[src/rtl/dt_res_packer_if.sv]
// dt_res_packer_if: result-memory read port and output-image write port
// of the distance-map packer.
interface dt_res_packer_if;
  logic        res_rd;
  logic [13:0] res_addr;
  logic [7:0]  res_di;
  logic        out_wr;
  logic [9:0]  out_addr;
  logic [15:0] out_do;

  modport master (
    output res_rd,
    output res_addr,
    input  res_di,
    output out_wr,
    output out_addr,
    output out_do
  );

  modport slave (
    input  res_rd,
    input  res_addr,
    output res_di,
    input  out_wr,
    input  out_addr,
    input  out_do
  );
endinterface

[src/rtl/dt_res_packer.sv]
// dt_res_packer: thresholds the 128x128 DT map into 16-pixel words.
// Optional max distance output enabled by DT_PACK_MAXDIST_EN.
module dt_res_packer #(
  parameter logic [7:0] THRESH    = 8'd1,
  parameter int         IMG_WORDS = 1024
) (
  input  logic            clk,
  input  logic            reset,
  input  logic            start,
  dt_res_packer_if.master bus,
  output logic            busy,
  output logic            done,
  output logic [14:0]     obj_count
`ifdef DT_PACK_MAXDIST_EN
  ,
  output logic [7:0]      max_dist
`endif
);

  typedef enum logic [1:0] {
    S_IDLE,
    S_READ,
    S_WRITE,
    S_DONE
  } state_t;

  localparam logic [9:0] LAST =
    10'(IMG_WORDS - 1);

  state_t      state;
  logic [9:0]  word_idx;
  logic [3:0]  pix_idx;
  logic [15:0] sr;
  logic        hit;
  logic [15:0] sr_nx;

  assign hit   = bus.res_di >= THRESH;
  assign sr_nx = {sr[14:0], hit};

  // read data is asynchronous, so the address comes straight off the counters
  assign bus.res_addr = {word_idx, pix_idx};

  always_ff @(posedge clk) begin
    if (!reset) begin
      state        <= S_IDLE;
      word_idx     <= '0;
      pix_idx      <= '0;
      sr           <= '0;
      obj_count    <= '0;
      busy         <= 1'b0;
      done         <= 1'b0;
      bus.res_rd   <= 1'b0;
      bus.out_wr   <= 1'b0;
      bus.out_addr <= '0;
      bus.out_do   <= '0;
`ifdef DT_PACK_MAXDIST_EN
      max_dist     <= '0;
`endif
    end else begin
      unique case (1'b1)
        (state == S_IDLE),
        (state == S_DONE): begin
          if (start) begin
            state      <= S_READ;
            word_idx   <= '0;
            pix_idx    <= '0;
            sr         <= '0;
            obj_count  <= '0;
            busy       <= 1'b1;
            done       <= 1'b0;
            bus.res_rd <= 1'b1;
            bus.out_wr <= 1'b0;
`ifdef DT_PACK_MAXDIST_EN
            max_dist   <= '0;
`endif
          end
        end
        (state == S_READ): begin
          sr        <= sr_nx;
          obj_count <= obj_count + 15'(hit);
          pix_idx   <= pix_idx + 4'd1;
`ifdef DT_PACK_MAXDIST_EN
          if (bus.res_di > max_dist)
            max_dist <= bus.res_di;
`endif
          if (pix_idx == 4'hF) begin
            state        <= S_WRITE;
            bus.res_rd   <= 1'b0;
            bus.out_wr   <= 1'b1;
            bus.out_addr <= word_idx;
            bus.out_do   <= sr_nx;
          end
        end
        (state == S_WRITE): begin
          bus.out_wr <= 1'b0;
          if (word_idx == LAST) begin
            state <= S_DONE;
            busy  <= 1'b0;
            done  <= 1'b1;
          end else begin
            word_idx   <= word_idx + 10'd1;
            state      <= S_READ;
            bus.res_rd <= 1'b1;
          end
        end
        default: begin
          state <= S_IDLE;
        end
      endcase
    end
  end

endmodule

[src/flat_wrapper.sv]
// flat-port wrapper written by rule: the top's interface ports become plain ports
module dt_res_packer_flat 
#(
  parameter logic [7:0] THRESH    = 8'd1,
  parameter int         IMG_WORDS = 1024
)
  (clk, reset, start, busy, done, obj_count, bus_res_rd, bus_res_addr, bus_res_di, bus_out_wr, bus_out_addr, bus_out_do);
  dt_res_packer_if bus_i ();
  input  logic clk;
  input  logic reset;
  input  logic start;
  output logic busy;
  output logic done;
  output logic [14:0] obj_count;
  output wire logic [$bits(bus_i.res_rd)-1:0] bus_res_rd;
  output wire logic [$bits(bus_i.res_addr)-1:0] bus_res_addr;
  input wire logic [$bits(bus_i.res_di)-1:0] bus_res_di;
  output wire logic [$bits(bus_i.out_wr)-1:0] bus_out_wr;
  output wire logic [$bits(bus_i.out_addr)-1:0] bus_out_addr;
  output wire logic [$bits(bus_i.out_do)-1:0] bus_out_do;
  assign bus_res_rd = bus_i.res_rd;
  assign bus_res_addr = bus_i.res_addr;
  assign bus_i.res_di = bus_res_di;
  assign bus_out_wr = bus_i.out_wr;
  assign bus_out_addr = bus_i.out_addr;
  assign bus_out_do = bus_i.out_do;
  dt_res_packer #(.THRESH(THRESH), .IMG_WORDS(IMG_WORDS)) u_core (.clk(clk), .reset(reset), .start(start), .bus(bus_i), .busy(busy), .done(done), .obj_count(obj_count));
endmodule
[config.mk]
export PLATFORM = sky130hd
export DESIGN_NAME = dt_res_packer_flat
export DESIGN_NICKNAME = d
export VERILOG_FILES = /design/src/rtl/dt_res_packer_if.sv /design/src/rtl/dt_res_packer.sv /design/src/flat_wrapper.sv
export SDC_FILE = /design/constraint.sdc
export NUM_CORES = 1
export LEC_CHECK = 0
export CORE_ASPECT_RATIO = 1.1
export CORE_UTILIZATION = 47
export CTS_BUF_LIST = sky130_fd_sc_hd__clkbuf_8
export DETAILED_ROUTE_END_ITERATION = 10
export PLACE_DENSITY_LB_ADDON = 0.25
export SLEW_MARGIN = 20
export SYNTH_ARGS = -nofsm -noshare
export SYNTH_HDL_FRONTEND = slang
export SYNTH_SLANG_ARGS = --single-unit
[constraint.sdc]
create_clock -name clk -period 2.2 [get_ports clk]
set_input_delay 0.66 -clock clk [delete_from_list [all_inputs] [get_ports clk]]
set_output_delay 0.66 -clock clk [all_outputs]
set_load 0.05 [all_outputs]
After elaboration in Yosys (flattened, before gate mapping)

Index checks and enable logic that the tools add are counted.

Word-level logic and storage cells: 60
Bits of input ports: 11
Output and inout bits: 59
Bits in registers: 76

Reduce and logical (&&, ||, !) cells: 12
Equal/unequal tests: 9
Muxes and demuxes: 24
Magnitude comparators: 1
Add/subtract/negate cells: 3

Operator list:

| kind                    | number |
|---|---|
| $pmux W15 S2            | 2 |
| $mux W15                | 2 |
| $mux W10                | 2 |
| $pmux W10 S2            | 1 |
| $add A15 B1 Y15         | 1 |
| $add A10 B1 Y10 const B | 1 |
| $eq A10 B10 Y1 const B  | 1 |
| $reduce_and A3 Y1       | 3 |
| $ge A8 B1 Y1 const B    | 1 |
| $ne A2 B2 Y1 const B    | 4 |
| $pmux W4 S2             | 1 |
| $mux W1                 | 7 |
| $mux W2                 | 3 |
| $pmux W1 S3             | 2 |
| $pmux W2 S3             | 1 |
| $reduce_and A2 Y1       | 3 |
| $add A4 B1 Y4 const B   | 1 |
| $eq A2 B2 Y1 const B    | 2 |
| $eq A4 B4 Y1 const B    | 1 |
| $mux W4                 | 1 |
| $pmux W1 S2             | 2 |
| $reduce_and A4 Y1       | 1 |
| $reduce_bool A2 Y1      | 2 |
| $reduce_bool A3 Y1      | 1 |
| other kinds (3)         | 3 |

Longest topological paths before layout

Word-level depth: 4
Depth in mapped cells: 9

Worst setup path before layout

No wires, ideal clock.

Kind: register to register
Start point: register u_core.word_idx[0]
End point: register u_core.word_idx[7]
Cell stages (with the launch flop): 6
Slack: -17 ps
Buffers on the path: 0
Arrival: 2,103 ps
Cells stage by stage: dfxtp_1 > ha_1 > nand3_1 > o41ai_2 > nor4_1 > o21a_1

Cells in the longest elaborated chain, start to end: 3

Ends and longest elaborated chain:

| what                                                     | RTL line                                  | RTL |
|---|---|---|
| start, declared                                          | dt_res_packer.sv:31                       | `logic [9:0] word_idx;` |
| start signal, assigned                                   | dt_res_packer.sv:101                      | `word_idx <= word_idx + 10'd1;` |
| $add A10 B1 Y10 / $eq A10 B10 Y1 (equally long branches) | dt_res_packer.sv:101, dt_res_packer.sv:96 |  |
| $mux W10 / $ne A2 B2 Y1 (equally long branches)          | n/a                                       |  |
| $pmux W10 S2 / $reduce_and A3 Y1 (equally long branches) | n/a                                       |  |

Several ways; a longest one is shown, not always the timed one. The select of a mux whose other input is x is not followed.
A chain may end at the register's enable or synchronous reset.

Final worst setup path

Start point: register u_core.bus.out_addr[4]
End point: output bus_out_addr[4]

RTL lines:

| what                   | RTL line               | RTL |
|---|---|---|
| start, declared        | dt_res_packer_if.sv:16 | `output out_addr,` |
| start signal, assigned | dt_res_packer.sv:90    | `bus.out_addr <= word_idx;` |
| end, declared          | flat_wrapper.sv:19     | `output wire logic [$bits(bus_i.out_addr)-1:0] bus_out_addr;` |

No word-level cell between the ends.

==> results by group <==
Run status
  – Status: completed

Worst setup path
  – Slowest stage cell, crit path: clkdlybuf4s50_1
  – Worst EP arrival: 1500 ps
  – Startpoint types: flop
  – Critical Path Max Stage Delay: 810 ps
  – Crit path cell chain: clkdlybuf4s50_1
  – Critical Path Sink Type: output port
  – CP max FO: 2
  – Delay-heaviest family, CP: buffers and inverters
  – Required @ worst endpoint: 1540 ps
  – Worst path buffer plus inverter count: 1
  – WS Path Type: reg -> out

Clock tree
  – CTS clock-pin slew for the worst setup and hold paths: 80 ps
  – CTS Hold Bufs: 0
  – Htree depth: 3
  – CTS tree: done
  – TritonCTS Buffers: 9
  – Clk sink count: 76
  – Root Driver: clkbuf_8
  – Clk Latency, worst-skew pair: 340 ps
  – Max Root-Sink Buffers: 2

Synthesis
  – FFs w/ async S/R, synth: 0%
  – Synthesized area: 0.00326 sq mm
  – Prevailing post-synth register cell: dfxtp_1
  – Flops & latches, synth: 76
  – Post-synthesis average cell area: 8.82 sq um
  – YS warnings: 0
  – Post-synthesis cell count: 370
  – Post-Syn Nets: 389
  – Synth unique cells: 44
  – Post-synthesis sequential area ratio: 46.6%
  – EDFF count, synth: 0

Placement
  – DP HPWL: 5050 um
  – Gp weighted congestion: 0.775
  – IO Port Bufs: 69

Cells and area
  – Fraction of layout cells with a size suffix above 1: 15.9%
  – Area Overhead vs Synth: 32.5%
  – Antenna fix cells: 0
  – Leading cell type in the layout, fill and taps excluded: dfxtp_1
  – Fin nets: 472
  – Post-layout util: 65.2%
  – Commonest non-fill, non-tap cells in the layout: 76 x dfxtp_1, 70 x nand2_1, 46 x buf_4, 32 x clkdlybuf4s50_1, 26 x a21boi_0

Drt
  – DR iter-0 viols: 185
  – TritonRoute pass-1 iters: 5
  – Routed WL: 7510 um
  – Post-route ant nets: 0
  – Routed via count: 2961
  – Via density: 5.48
  – WL/cell: 13.9 um
  – DRC viols: 0

Global route
  – All-Layer GR Usage: 21.7%
  – Vias in the first global route: 2539
  – Largest net degree at the start of global routing: 36
  – Antenna violations before repair: 0
  – Grt total ovfl: 0
  – First-pass GRT wire length: 12100 um

Floorplanning
  – Boundary Pins: 70
  – Core area: 0.00663 sq mm
  – Chip height: 89.4 um
  – Rows: 31
  – Die width: 81.5 um
  – Die footprint: 0.00728 sq mm
  – Initial Util: 49.2%

STA
  – Worst Skew: 8.13 ps
  – Slew @ Worst Pin: 590 ps
  – Fin crit share: 98.1%
  – Final hold violation count: 0
  – Fmax: 0.464 GHz
  – Max-slew violation count: 0
  – Hold_ws: 463 ps
  – Max-slew headroom: 60.7%
  – Endpoints failing setup: 0
  – Period minus WS final: 2160 ps
  – Setup_tns: 0 ps

Power and ir drop
  – Peak supply drop: 0.575 mV
  – LEAKAGE: 0.00171 uW
  – P per Cell Area: 849 mW/mm^2

Job
  – Max_cap viols: 0

Hold path
  – Hold Crit Class: reg -> reg
[what timing repair did]
action,CTS,global route
resized for setup,3,11
setup buffers,0,0
endpoints found under the setup margin,3,10
[per-layer routing]
metal,vias up,part of all wire [%],track usage (%)
li1,1471,-,-
met1,1420,48,29.3
met2,61,47,33.9
met3,9,3.9,4.69
met4,0,1.3,8.28
met5,-,0,0
[worst paths after layout]
path,cells after the start,start,slack [ps],endpoint
setup / recovery,1,u_core.bus.out_addr[4]$_SDFFE_PN0P_,40,bus_out_addr[4]
hold / removal,2,u_core.bus.out_addr[7]$_SDFFE_PN0P_,460,u_core.bus.out_addr[7]$_SDFFE_PN0P_
hold reg to reg,2,u_core.bus.out_addr[7]$_SDFFE_PN0P_,460,u_core.bus.out_addr[7]$_SDFFE_PN0P_
setup reg to reg,6,u_core.state[0]$_SDFFE_PN0P_,140,u_core.obj_count[14]$_SDFFE_PN0P_
[cells by family (layout without fill, tap and decap cells)]
| kind of cell | Yosys count | after routing | share of synthesized area, % |
|---|---|---|---|
| AND/OR/NAND/NOR | 164 | 164 | 24.8 |
| AO/OA/AOI/OAI | 80 | 80 | 17.4 |
| flip-flops | 76 | 76 | 46.6 |
| buffers and inverters | 24 | 112 | 2.91 |
| XOR/XNOR | 13 | 13 | 3.49 |
| adder cells (fa/ha/maj) | 8 | 8 | 3.07 |
| multiplexers | 5 | 5 | 1.72 |
[final cells by class]
class | count | area [sq um]
multi-input combinational | 270 | 1670
timing repair buffer | 92 | 830
fill | 580 | 2310
inverter | 4 | 15.0
clock buffer | 9 | 124
clock inverter | 7 | 66.3
sequential | 76 | 1520
tap | 82 | 103
[power breakdown]
| part | switching (uW) | internal, uW |
|---|---|---|
| Combinational | 683 | 460 |
| Sequential | 55.0 | 1440 |
| Clock | 520 | 520 |
| Total | 1260 | 2420 |
[flip-flops by register name, summed over array words and instances, names as in the netlist]
name                 count
u_core.bus.out_addr     10
u_core.bus.res_rd        1
u_core.sr               15
u_core.word_idx         10
u_core.obj_count        15
u_core.state             2
u_core.done              1
u_core.bus.out_do       16
u_core.busy              1
u_core.pix_idx           4
u_core.bus.out_wr        1
[through the flow]
step	std cells	power, uW	area [sq um]	setup slack, ps
4_1_cts	540	3690	4300	11.7
5_1_grt	540	3870	4330	-11.5
3_3_place_gp	524	2640	4110	-185
2_1_floorplan	370	2280	3280	4.11
6_report	540	3670	4330	42.6
3_5_place_dp	524	2660	4110	-247
[cell usage after synthesis, types with 2 or more instances]
cell type | count | share of area, %
a21boi_0 | 26 | 6.0
a21oi_1 | 11 | 1.7
a22oi_1 | 18 | 4.1
and2_1 | 2 | 0.38
and3_1 | 5 | 0.96
clkbuf_1 | 18 | 2.1
dfxtp_1 | 76 | 47
ha_1 | 8 | 3.1
inv_1 | 4 | 0.46
mux2_2 | 2 | 0.69
mux2i_1 | 2 | 0.61
nand2_1 | 70 | 8.0
nand2b_1 | 3 | 0.57
nand3_1 | 13 | 2.0
nand3b_1 | 2 | 0.46
nand4_1 | 9 | 1.7
nor2_1 | 19 | 2.2
nor2b_1 | 20 | 3.8
nor3_1 | 2 | 0.31
nor3b_1 | 3 | 0.69
nor4_1 | 7 | 1.3
nor4b_1 | 3 | 0.81
o21a_1 | 4 | 0.92
o21ai_0 | 9 | 1.4
o22ai_1 | 2 | 0.38
or3_1 | 2 | 0.38
or4_1 | 2 | 0.46
xnor2_1 | 7 | 1.9
xor2_1 | 6 | 1.6
[worst min-delay path, delay by kind of cell, from the launching register on]
family,cells,cell delay (ps)
and+or+nand+nor,1,40
DFF,1,310
AOI/OAI and AO/OA,1,60
No activity file was read; power rests on OpenSTA's default activity.
